<file path="src/rtl/alu_serial_ctrl.sv">
// ---------------------------------------------------------------------------
// alu_serial_ctrl
//
// Purpose:
//   Bit-serial sequencer that drives one shared 1-bit ALU slice (alu_1bit)
//   over WIDTH clock cycles to perform a WIDTH-bit NOT / OR / AND / ADD.
//   Operands are captured on a start handshake. One bit pair plus the
//   registered carry is presented to the slice per cycle, LSB first. The
//   slice outputs are collected into the result register, and done pulses
//   for one cycle when the operation completes.
//
// Parameters:
//   WIDTH  operand/result width in bits (>= 2)
//   CNT_W  bit-index counter width, derived from WIDTH (do not override)
//
// Ports:
//   clk         system clock, rising edge
//   rst_n       asynchronous active-low reset
//   start       request, accepted only while ready=1
//   op          00 NOT a, 01 a OR b, 10 a AND b, 11 a+b+cin
//   a, b        operands, sampled on the accept edge (b ignored for NOT)
//   cin         carry-in, sampled on the accept edge, used only for ADD
//   ready       high only in IDLE
//   done        one-cycle pulse, result/cout valid in this cycle
//   result      final result, held until the next accept
//   cout        final carry for ADD (0 otherwise), held with result
//   slice_a/b   operand bits to the slice
//   slice_cin   registered carry to the slice
//   slice_f     function select to the slice
//   slice_out   result bit from the slice
//   slice_cout  carry from the slice
//   zero        (only with ALU_SERIAL_ZFLAG_EN) final result == 0
//
// Optional feature macro: ALU_SERIAL_ZFLAG_EN adds the registered zero flag.
// ---------------------------------------------------------------------------
module alu_serial_ctrl #(
    parameter int WIDTH = 8,
    parameter int CNT_W = $clog2(WIDTH)
) (
    input  logic             clk,
    input  logic             rst_n,
    input  logic             start,
    input  logic [1:0]       op,
    input  logic [WIDTH-1:0] a,
    input  logic [WIDTH-1:0] b,
    input  logic             cin,
    output logic             ready,
    output logic             done,
    output logic [WIDTH-1:0] result,
    output logic             cout,
    output logic             slice_a,
    output logic             slice_b,
    output logic             slice_cin,
    output logic [1:0]       slice_f,
    input  logic             slice_out,
    input  logic             slice_cout
`ifdef ALU_SERIAL_ZFLAG_EN
    ,
    output logic             zero
`endif
);

    localparam logic [1:0] OP_ADD = 2'b11;

    typedef enum logic [1:0] {
        IDLE = 2'b00,
        RUN  = 2'b01,
        DONE = 2'b10
    } state_t;

    state_t           state;
    state_t           state_nxt;
    logic [WIDTH-1:0] a_sh;
    logic [WIDTH-1:0] b_sh;
    logic [CNT_W-1:0] cnt;
    logic             carry_q;
    logic [1:0]       op_q;
    logic             cout_q;
    logic             last_bit;
    logic             carry_nxt;
    logic [WIDTH-1:0] result_nxt;

    // The slice output for the current bit enters at the MSB, so after
    // WIDTH shifts the LSB-first stream lands in natural bit order.
    assign last_bit   = (cnt == CNT_W'(WIDTH - 1));
    assign result_nxt = {slice_out, result[WIDTH-1:1]};
    // Only ADD propagates a carry; the slice may report a carry for the
    // logic ops, which must not leak into the next bit or into cout.
    assign carry_nxt  = (op_q == OP_ADD) ? slice_cout : 1'b0;
    assign cout       = cout_q;

    // State register.
    always_ff @(posedge clk or negedge rst_n) begin
        if (!rst_n) begin
            state <= IDLE;
        end else begin
            state <= state_nxt;
        end
    end

    // Next-state logic: DONE always lasts exactly one cycle, so a start
    // held high through DONE is seen only on the following IDLE edge.
    always_comb begin
        state_nxt = state;
        case (state)
            IDLE:    if (start) state_nxt = RUN;
            RUN:     if (last_bit) state_nxt = DONE;
            DONE:    state_nxt = IDLE;
            default: state_nxt = IDLE;
        endcase
    end

    // Output logic: the slice is only driven while bits are in flight.
    always_comb begin
        ready     = 1'b0;
        done      = 1'b0;
        slice_a   = 1'b0;
        slice_b   = 1'b0;
        slice_cin = 1'b0;
        slice_f   = 2'b00;
        case (state)
            IDLE: ready = 1'b1;
            RUN: begin
                slice_a   = a_sh[0];
                slice_b   = b_sh[0];
                slice_cin = carry_q;
                slice_f   = op_q;
            end
            DONE:    done = 1'b1;
            default: ;
        endcase
    end

    // Datapath: operand capture on accept, one bit per RUN edge. The final
    // carry is copied into cout_q on the last RUN edge so cout survives in
    // IDLE until the next accept clears it together with result.
    always_ff @(posedge clk or negedge rst_n) begin
        if (!rst_n) begin
            a_sh    <= '0;
            b_sh    <= '0;
            cnt     <= '0;
            carry_q <= 1'b0;
            op_q    <= 2'b00;
            result  <= '0;
            cout_q  <= 1'b0;
`ifdef ALU_SERIAL_ZFLAG_EN
            zero    <= 1'b0;
`endif
        end else begin
            case (state)
                IDLE: begin
                    if (start) begin
                        a_sh    <= a;
                        b_sh    <= b;
                        op_q    <= op;
                        carry_q <= (op == OP_ADD) ? cin : 1'b0;
                        result  <= '0;
                        cnt     <= '0;
                        cout_q  <= 1'b0;
`ifdef ALU_SERIAL_ZFLAG_EN
                        zero    <= 1'b0;
`endif
                    end
                end
                RUN: begin
                    result  <= result_nxt;
                    a_sh    <= a_sh >> 1;
                    b_sh    <= b_sh >> 1;
                    carry_q <= carry_nxt;
                    cnt     <= cnt + CNT_W'(1);
                    if (last_bit) begin
                        cout_q <= carry_nxt;
`ifdef ALU_SERIAL_ZFLAG_EN
                        zero   <= (result_nxt == '0);
`endif
                    end
                end
                default: ;
            endcase
        end
    end

endmodule

</file>
<file path="config.mk">
export PLATFORM = sky130hd
export DESIGN_NAME = alu_serial_ctrl
export DESIGN_NICKNAME = d
export VERILOG_FILES = /design/src/rtl/alu_serial_ctrl.sv
export SDC_FILE = /design/constraint.sdc
export NUM_CORES = 1
export LEC_CHECK = 0
export BUFFER_PORTS_ARGS = -buffer_cell sky130_fd_sc_hd__buf_2
export CORE_ASPECT_RATIO = 1.25
export CORE_MARGIN = 4
export CORE_UTILIZATION = 40
export CTS_CLUSTER_DIAMETER = 50
export DETAILED_ROUTE_END_ITERATION = 7
export GPL_ROUTABILITY_DRIVEN = 0
export PLACE_DENSITY_LB_ADDON = 0.25
export SKIP_CTS_REPAIR_TIMING = 1
export SLEW_MARGIN = 20
export SYNTH_ARGS = -nofsm -noshare
export SYNTH_HDL_FRONTEND = slang
export SYNTH_SLANG_ARGS = --single-unit
</file>
<file path="constraint.sdc">
create_clock -name clk -period 1.28 [get_ports clk]
set_clock_uncertainty 0.15 [all_clocks]
set_input_delay 0.128 -clock clk [delete_from_list [all_inputs] [get_ports clk]]
set_output_delay 0.128 -clock clk [all_outputs]
set_load 0.005 [all_outputs]
</file>
==> results of run 1 <==
## state kept, by name (all words and copies together), names as in the netlist
signal	count
a_sh	8
b_sh	8
carry_q	1
cnt	3
cout	1
op_q	2
result	8
state	2
## cells in the final DEF (no fill, tap or decap), types with 2 or more instances in the layout
cell type and instances:
buf_2 38, mux2_4 2, buf_4 15, nor2b_1 4
o21ai_1 16, a22o_1 10, and2_1 17, a21oi_1 3
nor2b_2 2, nor2b_4 2, and2_4 2, dfrtp_2 2
nor2_1 2, clkinv_2 2, ha_2 2, dlygate4sd3_1 11
inv_2 2, a31oi_1 13, dfrtp_1 31, buf_6 4
clkbuf_8 5, nand2_1 17
## critical path: stages (launching register included)
cell,delay [ns]
dfrtp_2,0.44
buf_6,0.14
nor2b_4,0.15
and2_1,0.14
buf_2,0.11
## final timing paths
path / start / to / slack, ns / cells past startpoint
worst max-delay path: state[1]$_DFFE_PN0P_ / slice_f[0] / -0.25 / 4
worst min-delay path: b[6] / b_sh[6]$_DFFE_PN0P_ / -0.005 / 3
worst min register to register: b_sh[2]$_DFFE_PN0P_ / b_sh[2]$_DFFE_PN0P_ / 0.33 / 2
max in group asynchronous: rst_n / state[1]$_DFFE_PN0P_ / 0.38 / 3
min in group asynchronous: rst_n / b_sh[1]$_DFFE_PN0P_ / 0.16 / 2
worst max register to register: state[1]$_DFFE_PN0P_ / cout$_DFFE_PN0P_ / -0.24 / 6
## power by group through the flow
| stage | clock (mW) | sequential, mW | combinational [mW] |
|---|---|---|---|
| floorplan | 0 | 1.68 | 1.16 |
| global placement | 0 | 1.70 | 1.68 |
| CTS | 0.755 | 1.72 | 1.75 |
| detailed placement | 0 | 1.73 | 1.74 |
| global route | 0.813 | 1.79 | 2.17 |
| finish | 0.730 | 1.73 | 1.97 |
## per-layer routing
layer	up-vias	global-route usage, %	wire, um
met1	655	17.5	1510
li1	646	-	-
met4	0	3.89	34
met3	4	4.53	149
met2	30	26.2	1970
met5	-	0	0
## through the flow
stage / instance area, um2 / std cells
6_report: 2130 / 253
3_5_place_dp: 1840 / 227
2_1_floorplan: 1550 / 146
4_1_cts: 1920 / 235
5_1_grt: 2130 / 253
3_3_place_gp: 1840 / 227
## cells by family (layout without fill, tap and decap cells)
group           Yosys count  after routing
compound gates           48             48
fa+ha+maj                 2              2
buf+inv                  13             80
flops                    33             33
mux                       3              3
simple gates             47             48
## layout make-up
type / instances / area (um2) / area share, %
flip-flops and latches: 33 / 828 / 38.9
multi-input cells: 101 / 667 / 31.4
repair buffers: 70 / 493 / 23.2
clock buffers: 6 / 72.6 / 3.41
well taps: 39 / 48.8 / 2.29
clock inverters: 2 / 10.0 / 0.471
inverters: 2 / 7.51 / 0.353
==> flow_summary.json, run 1 <==
{
  "status": "complete, but fails checks",
  "violations": "hold timing, setup timing",
  "max_freq_ghz": 0.653,
  "yosys.area_share.simple_pct": 16.2,
  "vias_per_cell": 5.28,
  "tightest_slew_ns": 0.387,
  "num_vias": 1335,
  "ys_ff_latch": 33,
  "synth_top_family_by_area": "compound AO/OA/AOI/OAI gates",
  "synth_most_common_cell": "dfrtp_1",
  "fillers": 338,
  "synth_edf_count": 0,
  "slew_headroom_pct": 74.2,
  "cts-root-buf": "clkbuf_8",
  "syn_area_per_cell_um2": 10.5,
  "antenna_found_initial": 0,
  "drc": 0,
  "pwr-share-comb_pct": 44.5,
  "die_x_um": 63.4,
  "hpwl_um": 2500,
  "synth_area_um2": 1530,
  "dieArea_um2": 4890,
  "synth_common_cells": "dfrtp_1 (33), and2_1 (18), nand2_1 (17)",
  "finalSetupViolCount": 36,
  "die_y_um": 77.2,
  "ant_nets": 0,
  "final_hold_viol_count": 1,
  "fin_hold_ws_ns": -0.00475,
  "seq_power_share_pct": 39.0,
  "grt_pass1_vias": 1313,
  "h-tree-depth": 2,
  "n_antenna_cell": 0,
  "period_needed_ns": 1.53,
  "start_util_pct": 42.5,
  "portBuffers": 39,
  "synth_nets": 172,
  "yosys.area_share.xor_xnor_pct": 0,
  "critical_path_peak_fanout": 5,
  "setup_slack_ns": -0.251,
  "synthMuxAreaShare_pct": 2.69,
  "synth_cell_types": 27,
  "dr.first_iter.drc_count": 56,
  "min_path_type": "in2reg",
  "clk_latency_ns": 0.28,
  "wl_um": 3670,
  "slew_violations": 0,
  "yosys_warnings": 0,
  "p_switching_mw": 1.49,
  "synth_seq_area_share_pct": 53.9,
  "grt_max_degree": 21,
  "internal-power_mw": 2.94,
  "cts_buffers": 5,
  "area_delta_synth_final_pct": 38.8,
  "grt_pass1_wl_um": 5950,
  "grt_setup_unrepaired": "true",
  "cp.required_ns": 1.00,
  "clockBufferDepth": 2,
  "gr-usage-all-layers_pct": 14.9,
  "cap_violations": 0,
  "first_pass_iters": 4,
  "setup_tns_ns": -3.81,
  "p_sw_share_pct": 33.7,
  "final_core_utilization_pct": 59.0,
  "io_pins": 40,
  "synth_top_area_share_pct": 53.9,
  "p_leak_nw": 1.04,
  "synth_compound_area_share_pct": 20.6,
  "core_um2": 3600,
  "crit_type": "reg2out",
  "period_share_pct": 120,
  "vdd_drop_max_mv": 0.967,
  "end_kind": "output port",
  "start_kind": "register",
  "crit_arrival_ns": 1.25,
  "rows": 24,
  "synthArstFlopShare_pct": 100,
  "yosysTopAreaCell": "dfrtp_1",
  "fin_nets": 239,
  "clock_power_share_pct": 16.5,
  "powerDensity_nw_per_um2": 2080,
  "synth-adder-area-share_pct": 1.63,
  "synth_top_cells_by_area": "dfrtp_1 (54%), and2_1 (7.3%), a22o_1 (5.7%)",
  "cts_tree": "yes",
  "dp_slack_ns": -0.0937,
  "drive_above_1_share_pct": 38.8,
  "ys.flop_type": "dfrtp_1",
  "post_drt_wl_per_cell_um": 14.5,
  "gr-total-overflow": 0,
  "netlist_instances": 146,
  "cts.sinks": 33,
  "total_power_mw": 4.43,
  "path_clk_slew_ns": 0.07
}
(Power assumes the default switching activity.)
==> run 2, diff against run 1 <==
==> constraint.sdc (replaced) <==
create_clock -name clk -period 2 [get_ports clk]
set_clock_uncertainty 0.15 [all_clocks]
set_input_delay 0.2 -clock clk [delete_from_list [all_inputs] [get_ports clk]]
set_output_delay 0.2 -clock clk [all_outputs]
set_load 0.005 [all_outputs]
==> flow_summary.json, run 2 (synthesized netlist as in run 1, its figures left out) <==
{
  "cts-root-buf": "clkbuf_8",
  "powerDensity_nw_per_um2": 1390,
  "cp.required_ns": 2.02,
  "cts_tree": "yes",
  "drive_above_1_share_pct": 30.3,
  "wl_um": 3330,
  "r2r_setup_slack_ns": 0.28,
  "post_drt_wl_per_cell_um": 14.7,
  "hp-start": "op[1]",
  "grt_setup_unrepaired": "false",
  "grt_max_degree": 34,
  "fin_nets": 213,
  "multi_input_area_um2": 637,
  "crit_type": "reg2reg",
  "start_kind": "register",
  "slew_violations": 0,
  "final_hold_viol_count": 0,
  "die_y_um": 77.2,
  "start_util_pct": 42.5,
  "worst_hold_path.endpoint": "op_q[1]$_DFFE_PN0P_",
  "cts_buffers": 5,
  "startpoint": "state[1]$_DFFE_PN0P_",
  "vias_per_cell": 5.41,
  "seq_area_um2": 826,
  "grt_pass1_vias": 1259,
  "hold_depth": 2,
  "r2r_start": "state[1]$_DFFE_PN0P_",
  "clockBufferDepth": 2,
  "setup_tns_ns": 0,
  "tightest_slew_ns": 0.741,
  "cpMaxStageDelayCell": "dfrtp_1",
  "cap_violations": 0,
  "ant_nets": 0,
  "fin_hold_ws_ns": 0.0176,
  "slew_headroom_pct": 50.6,
  "dieArea_um2": 4890,
  "cts.sinks": 33,
  "top_regs": "a_sh (8), b_sh (8), result (8)",
  "path_buf_inv": 2,
  "end_kind": "register",
  "cp_common_cell": "buf_4",
  "n_antenna_cell": 0,
  "path_clk_slew_ns": 0.06,
  "hpwl_um": 2280,
  "final_cell_mix": "buf_2 (39), dfrtp_1 (33), and2_1 (18), nand2_1 (17), o21ai_1 (14)",
  "drc": 0,
  "portBuffers": 39,
  "critical_path_peak_fanout": 22,
  "dr.first_iter.drc_count": 52,
  "stdcell_count": 227,
  "layout_commonest_cell": "buf_2",
  "crit_family": "compound AO/OA/AOI/OAI gates",
  "die_x_um": 63.4,
  "area_delta_synth_final_pct": 20.5,
  "num_vias": 1229,
  "core_um2": 3600,
  "vdd_drop_max_mv": 0.546,
  "rows": 24,
  "fillers": 341,
  "first_pass_iters": 4,
  "max_stage_delay_ns": 0.41,
  "reg2reg_to": "result[1]$_DFFE_PN0P_",
  "h-tree-depth": 2,
  "dp_cells": 217,
  "io_pins": 40,
  "period_needed_ns": 1.72,
  "total_power_mw": 2.56,
  "max_freq_ghz": 0.582,
  "grt_pass1_wl_um": 5670,
  "status": "finished clean",
  "gr-total-overflow": 0,
  "path_cells": "buf_4, o21bai_2, buf_4, a22o_1",
  "r2r_cells": 4,
  "antenna_found_initial": 0,
  "min_path_type": "in2reg",
  "crit_arrival_ns": 1.74,
  "period_share_pct": 85.9,
  "gr-usage-all-layers_pct": 14.4,
  "finalSetupViolCount": 0,
  "clk_latency_ns": 0.29,
  "p_leak_nw": 0.910
}
==> run 2: cell count changes in the layout (fill, tap and decap cells not counted), moves of 2 or more <==
| cell | delta |
|---|---|
| buf_6 | -4 |
| ha_1 | +2 |
| dlygate4sd3_1 | -9 |
| o21ai_1 | -2 |
| o21ai_0 | +2 |
| dfrtp_2 | -2 |
| nor2b_1 | +2 |
| buf_4 | -11 |
| nor2b_2 | -2 |
| dfrtp_1 | +2 |
| ha_2 | -2 |
==> run 2: metal layers <==
layer | wire, um | share of wire [%] | up-vias | GRT usage [%]
li1 | - | - | 592 | -
met1 | 1450 | 44 | 603 | 16.7
met2 | 1640 | 49 | 29 | 24.0
met3 | 177 | 5.3 | 5 | 5.41
met4 | 57 | 1.7 | 0 | 5.18
met5 | 0 | 0 | - | 0
==> run 2: worst max-delay path by stage <==
stage,to,depth (start not counted),slack (ns)
global route,a_sh[1]$_DFFE_PN0P_,5,0.18
global placement,slice_cin,3,0.18
floorplan,cout$_DFFE_PN0P_,4,0.62
CTS,slice_f[1],3,-0.21
finish,result[1]$_DFFE_PN0P_,4,0.28
detailed placement,slice_f[1],3,0.11
==> run 2: through the flow <==
step | area, um2 | setup WS [ns] | util (%)
2_1_floorplan | 1530 | 0.621 | -
3_3_place_gp | 1740 | 0.180 | 48.2
3_5_place_dp | 1740 | 0.110 | 48.2
4_1_cts | 1820 | -0.210 | 50.5
5_1_grt | 1850 | 0.175 | 51.2
6_report | 1850 | 0.281 | 51.2
==> run 2: report_power, final <==
part | switching, mW | internal (mW) | total [mW]
Clock | 0.241 | 0.241 | 0.482
Combinational | 0.494 | 0.496 | 0.990
Sequential | 0.156 | 0.932 | 1.09
Total | 0.891 | 1.67 | 2.56
==> run 2: final cells by class <==
class                      count  area share [%]
sequential                    33            44.7
multi-input combinational    100            34.5
timing repair buffer          45            13.3
clock buffer                   6            3.93
tap                           39            2.64
clock inverter                 2           0.542
inverter                       2           0.407
==> run 3, diff against run 2 <==
--- a/config.mk
+++ b/config.mk
@@ -9,9 +9,11 @@
 export CORE_ASPECT_RATIO = 1.25
 export CORE_MARGIN = 4
 export CORE_UTILIZATION = 40
+export CTS_BUF_LIST = sky130_fd_sc_hd__clkbuf_8
 export CTS_CLUSTER_DIAMETER = 50
 export DETAILED_ROUTE_END_ITERATION = 7
 export GPL_ROUTABILITY_DRIVEN = 0
+export HOLD_SLACK_MARGIN = 0.15
 export PLACE_DENSITY_LB_ADDON = 0.25
 export SKIP_CTS_REPAIR_TIMING = 1
 export SLEW_MARGIN = 20
==> flow_summary.json, run 3 (synthesized netlist as in run 1, its figures left out) <==
{
  "path_clk_slew_ns": 0.06,
  "slew_violations": 0,
  "cts-root-buf": "clkbuf_8",
  "pwr-share-comb_pct": 39.6,
  "clockBufferDepth": 2,
  "fin_nets": 231,
  "use_met2_pct": 24.0,
  "dp_slack_ns": 0.110,
  "max_freq_ghz": 0.584,
  "status": "finished clean",
  "vias_per_cell": 5.36,
  "cp.required_ns": 2.02,
  "internal-power_mw": 1.69,
  "rows": 24,
  "final_area_um2": 2030,
  "worstSetupEndpoint": "result[1]$_DFFE_PN0P_",
  "fillers": 322,
  "setup_slack_ns": 0.286,
  "total_power_mw": 2.58,
  "grt_max_degree": 34,
  "grt_setup_unrepaired": "false",
  "cts_buffers": 5,
  "final_cell_mix": "buf_2 (39), dfrtp_1 (33), dlygate4sd3_1 (20), and2_1 (18), nand2_1 (17)",
  "dieArea_um2": 4890,
  "crit_type": "reg2reg",
  "final_hold_viol_count": 0,
  "r2r_cells": 4,
  "grtUsageMet1_pct": 16.7,
  "gr-total-overflow": 0,
  "min_path_type": "in2reg",
  "grt_pass1_vias": 1259,
  "tightest_slew_ns": 0.741,
  "top_regs": "a_sh (8), b_sh (8), result (8)",
  "start_kind": "register",
  "final_core_utilization_pct": 56.3,
  "ant_nets": 0,
  "period_needed_ns": 1.71,
  "grt_most_used_layer": "met2",
  "num_vias": 1313,
  "layout_commonest_cell": "buf_2",
  "p_leak_nw": 0.989,
  "portBuffers": 39,
  "reg2reg_to": "result[1]$_DFFE_PN0P_",
  "seq_power_share_pct": 42.2,
  "p_switching_mw": 0.891,
  "first_pass_iters": 4,
  "core_um2": 3600,
  "vdd_drop_max_mv": 0.553,
  "die_x_um": 63.4,
  "r2r_setup_slack_ns": 0.29,
  "end_kind": "register",
  "n_antenna_cell": 0,
  "drive_above_1_share_pct": 27.7,
  "powerDensity_nw_per_um2": 1270,
  "critical_path_peak_fanout": 22,
  "period_share_pct": 85.7,
  "h-tree-depth": 2,
  "seq_area_um2": 826,
  "r2r_start": "state[1]$_DFFE_PN0P_",
  "hpwl_um": 2280,
  "grt_use_met3_pct": 5.41,
  "drc": 0,
  "cts_tree": "yes",
  "clock_power_share_pct": 18.3,
  "post_drt_wl_per_cell_um": 14.6,
  "clk_latency_ns": 0.28,
  "start_util_pct": 42.5,
  "multi_input_area_um2": 637,
  "io_pins": 40,
  "crit_arrival_ns": 1.73,
  "slew_headroom_pct": 50.6,
  "wl_um": 3580,
  "grt_pass1_wl_um": 5670,
  "antenna_found_initial": 0,
  "dr.first_iter.drc_count": 81,
  "startpoint": "state[1]$_DFFE_PN0P_",
  "gr-usage-all-layers_pct": 14.4,
  "post_dp_cell_area_um2": 1740,
  "area_delta_synth_final_pct": 32.2,
  "finalSetupViolCount": 0,
  "cap_violations": 0,
  "die_y_um": 77.2,
  "p_sw_share_pct": 34.6,
  "cts.sinks": 33
}
-- run 3: cell count changes in the layout (fill, tap and decap cells not counted) --
cell | previous run | this run
dlygate4sd3_1 | 2 | 20
clkbuf_1 | 1 | 0
inv_1 | 1 | 2
-- run 3: how the worst min path moves through the flow --
| stage | to | slack, ns | cells past startpoint | startpoint |
|---|---|---|---|---|
| floorplan | a_sh[0]$_DFFE_PN0P_ | -0.25 | 0 | rst_n |
| global placement | result[7]$_DFFE_PN0P_ | 0.15 | 1 | rst_n |
| detailed placement | result[6]$_DFFE_PN0P_ | 0.16 | 1 | rst_n |
| CTS | result[6]$_DFFE_PN0P_ | -0.15 | 1 | rst_n |
| global route | a_sh[7]$_DFFE_PN0P_ | 0.19 | 4 | start |
| finish | carry_q$_DFFE_PN0P_ | 0.16 | 3 | cin |
-- run 3: routing by layer --
metal	wire, um	share of wire (%)	up-vias
li1	-	-	627
met1	1470	41	638
met2	1900	53	44
met3	169	4.7	4
met4	40	1.1	0
met5	0	0	-
-- run 3: through the flow --
stage	cells	hold WS, ns	setup TNS (ns)
floorplan	146	-0.246	0
global placement	217	0.148	0
detailed placement	217	0.160	0
CTS	225	-0.147	-1.02
global route	245	0.186	0
finish	245	0.163	0
-- run 3: area by class of cell --
| type | instances | area share [%] |
|---|---|---|
| Sequential cell | 33 | 40.7 |
| Multi-Input combinational cell | 100 | 31.4 |
| Timing Repair Buffer | 63 | 21.0 |
| Clock buffer | 5 | 3.40 |
| Tap cell | 39 | 2.41 |
| Clock inverter | 3 | 0.679 |
| Inverter | 2 | 0.370 |
-- run 3: critical path: stages (launching register included) --
cell,delay [ns]
dfrtp_1,0.41
buf_4,0.22
o21bai_2,0.36
buf_4,0.27
a22o_1,0.19
-- run 3: power by group through the flow --
stage	combinational [mW]	clock [mW]	sequential [mW]
3_5_place_dp	0.999	0	1.10
2_1_floorplan	0.731	0	1.07
6_report	1.02	0.471	1.09
4_1_cts	1.00	0.484	1.09
5_1_grt	1.16	0.517	1.12
3_3_place_gp	0.965	0	1.08
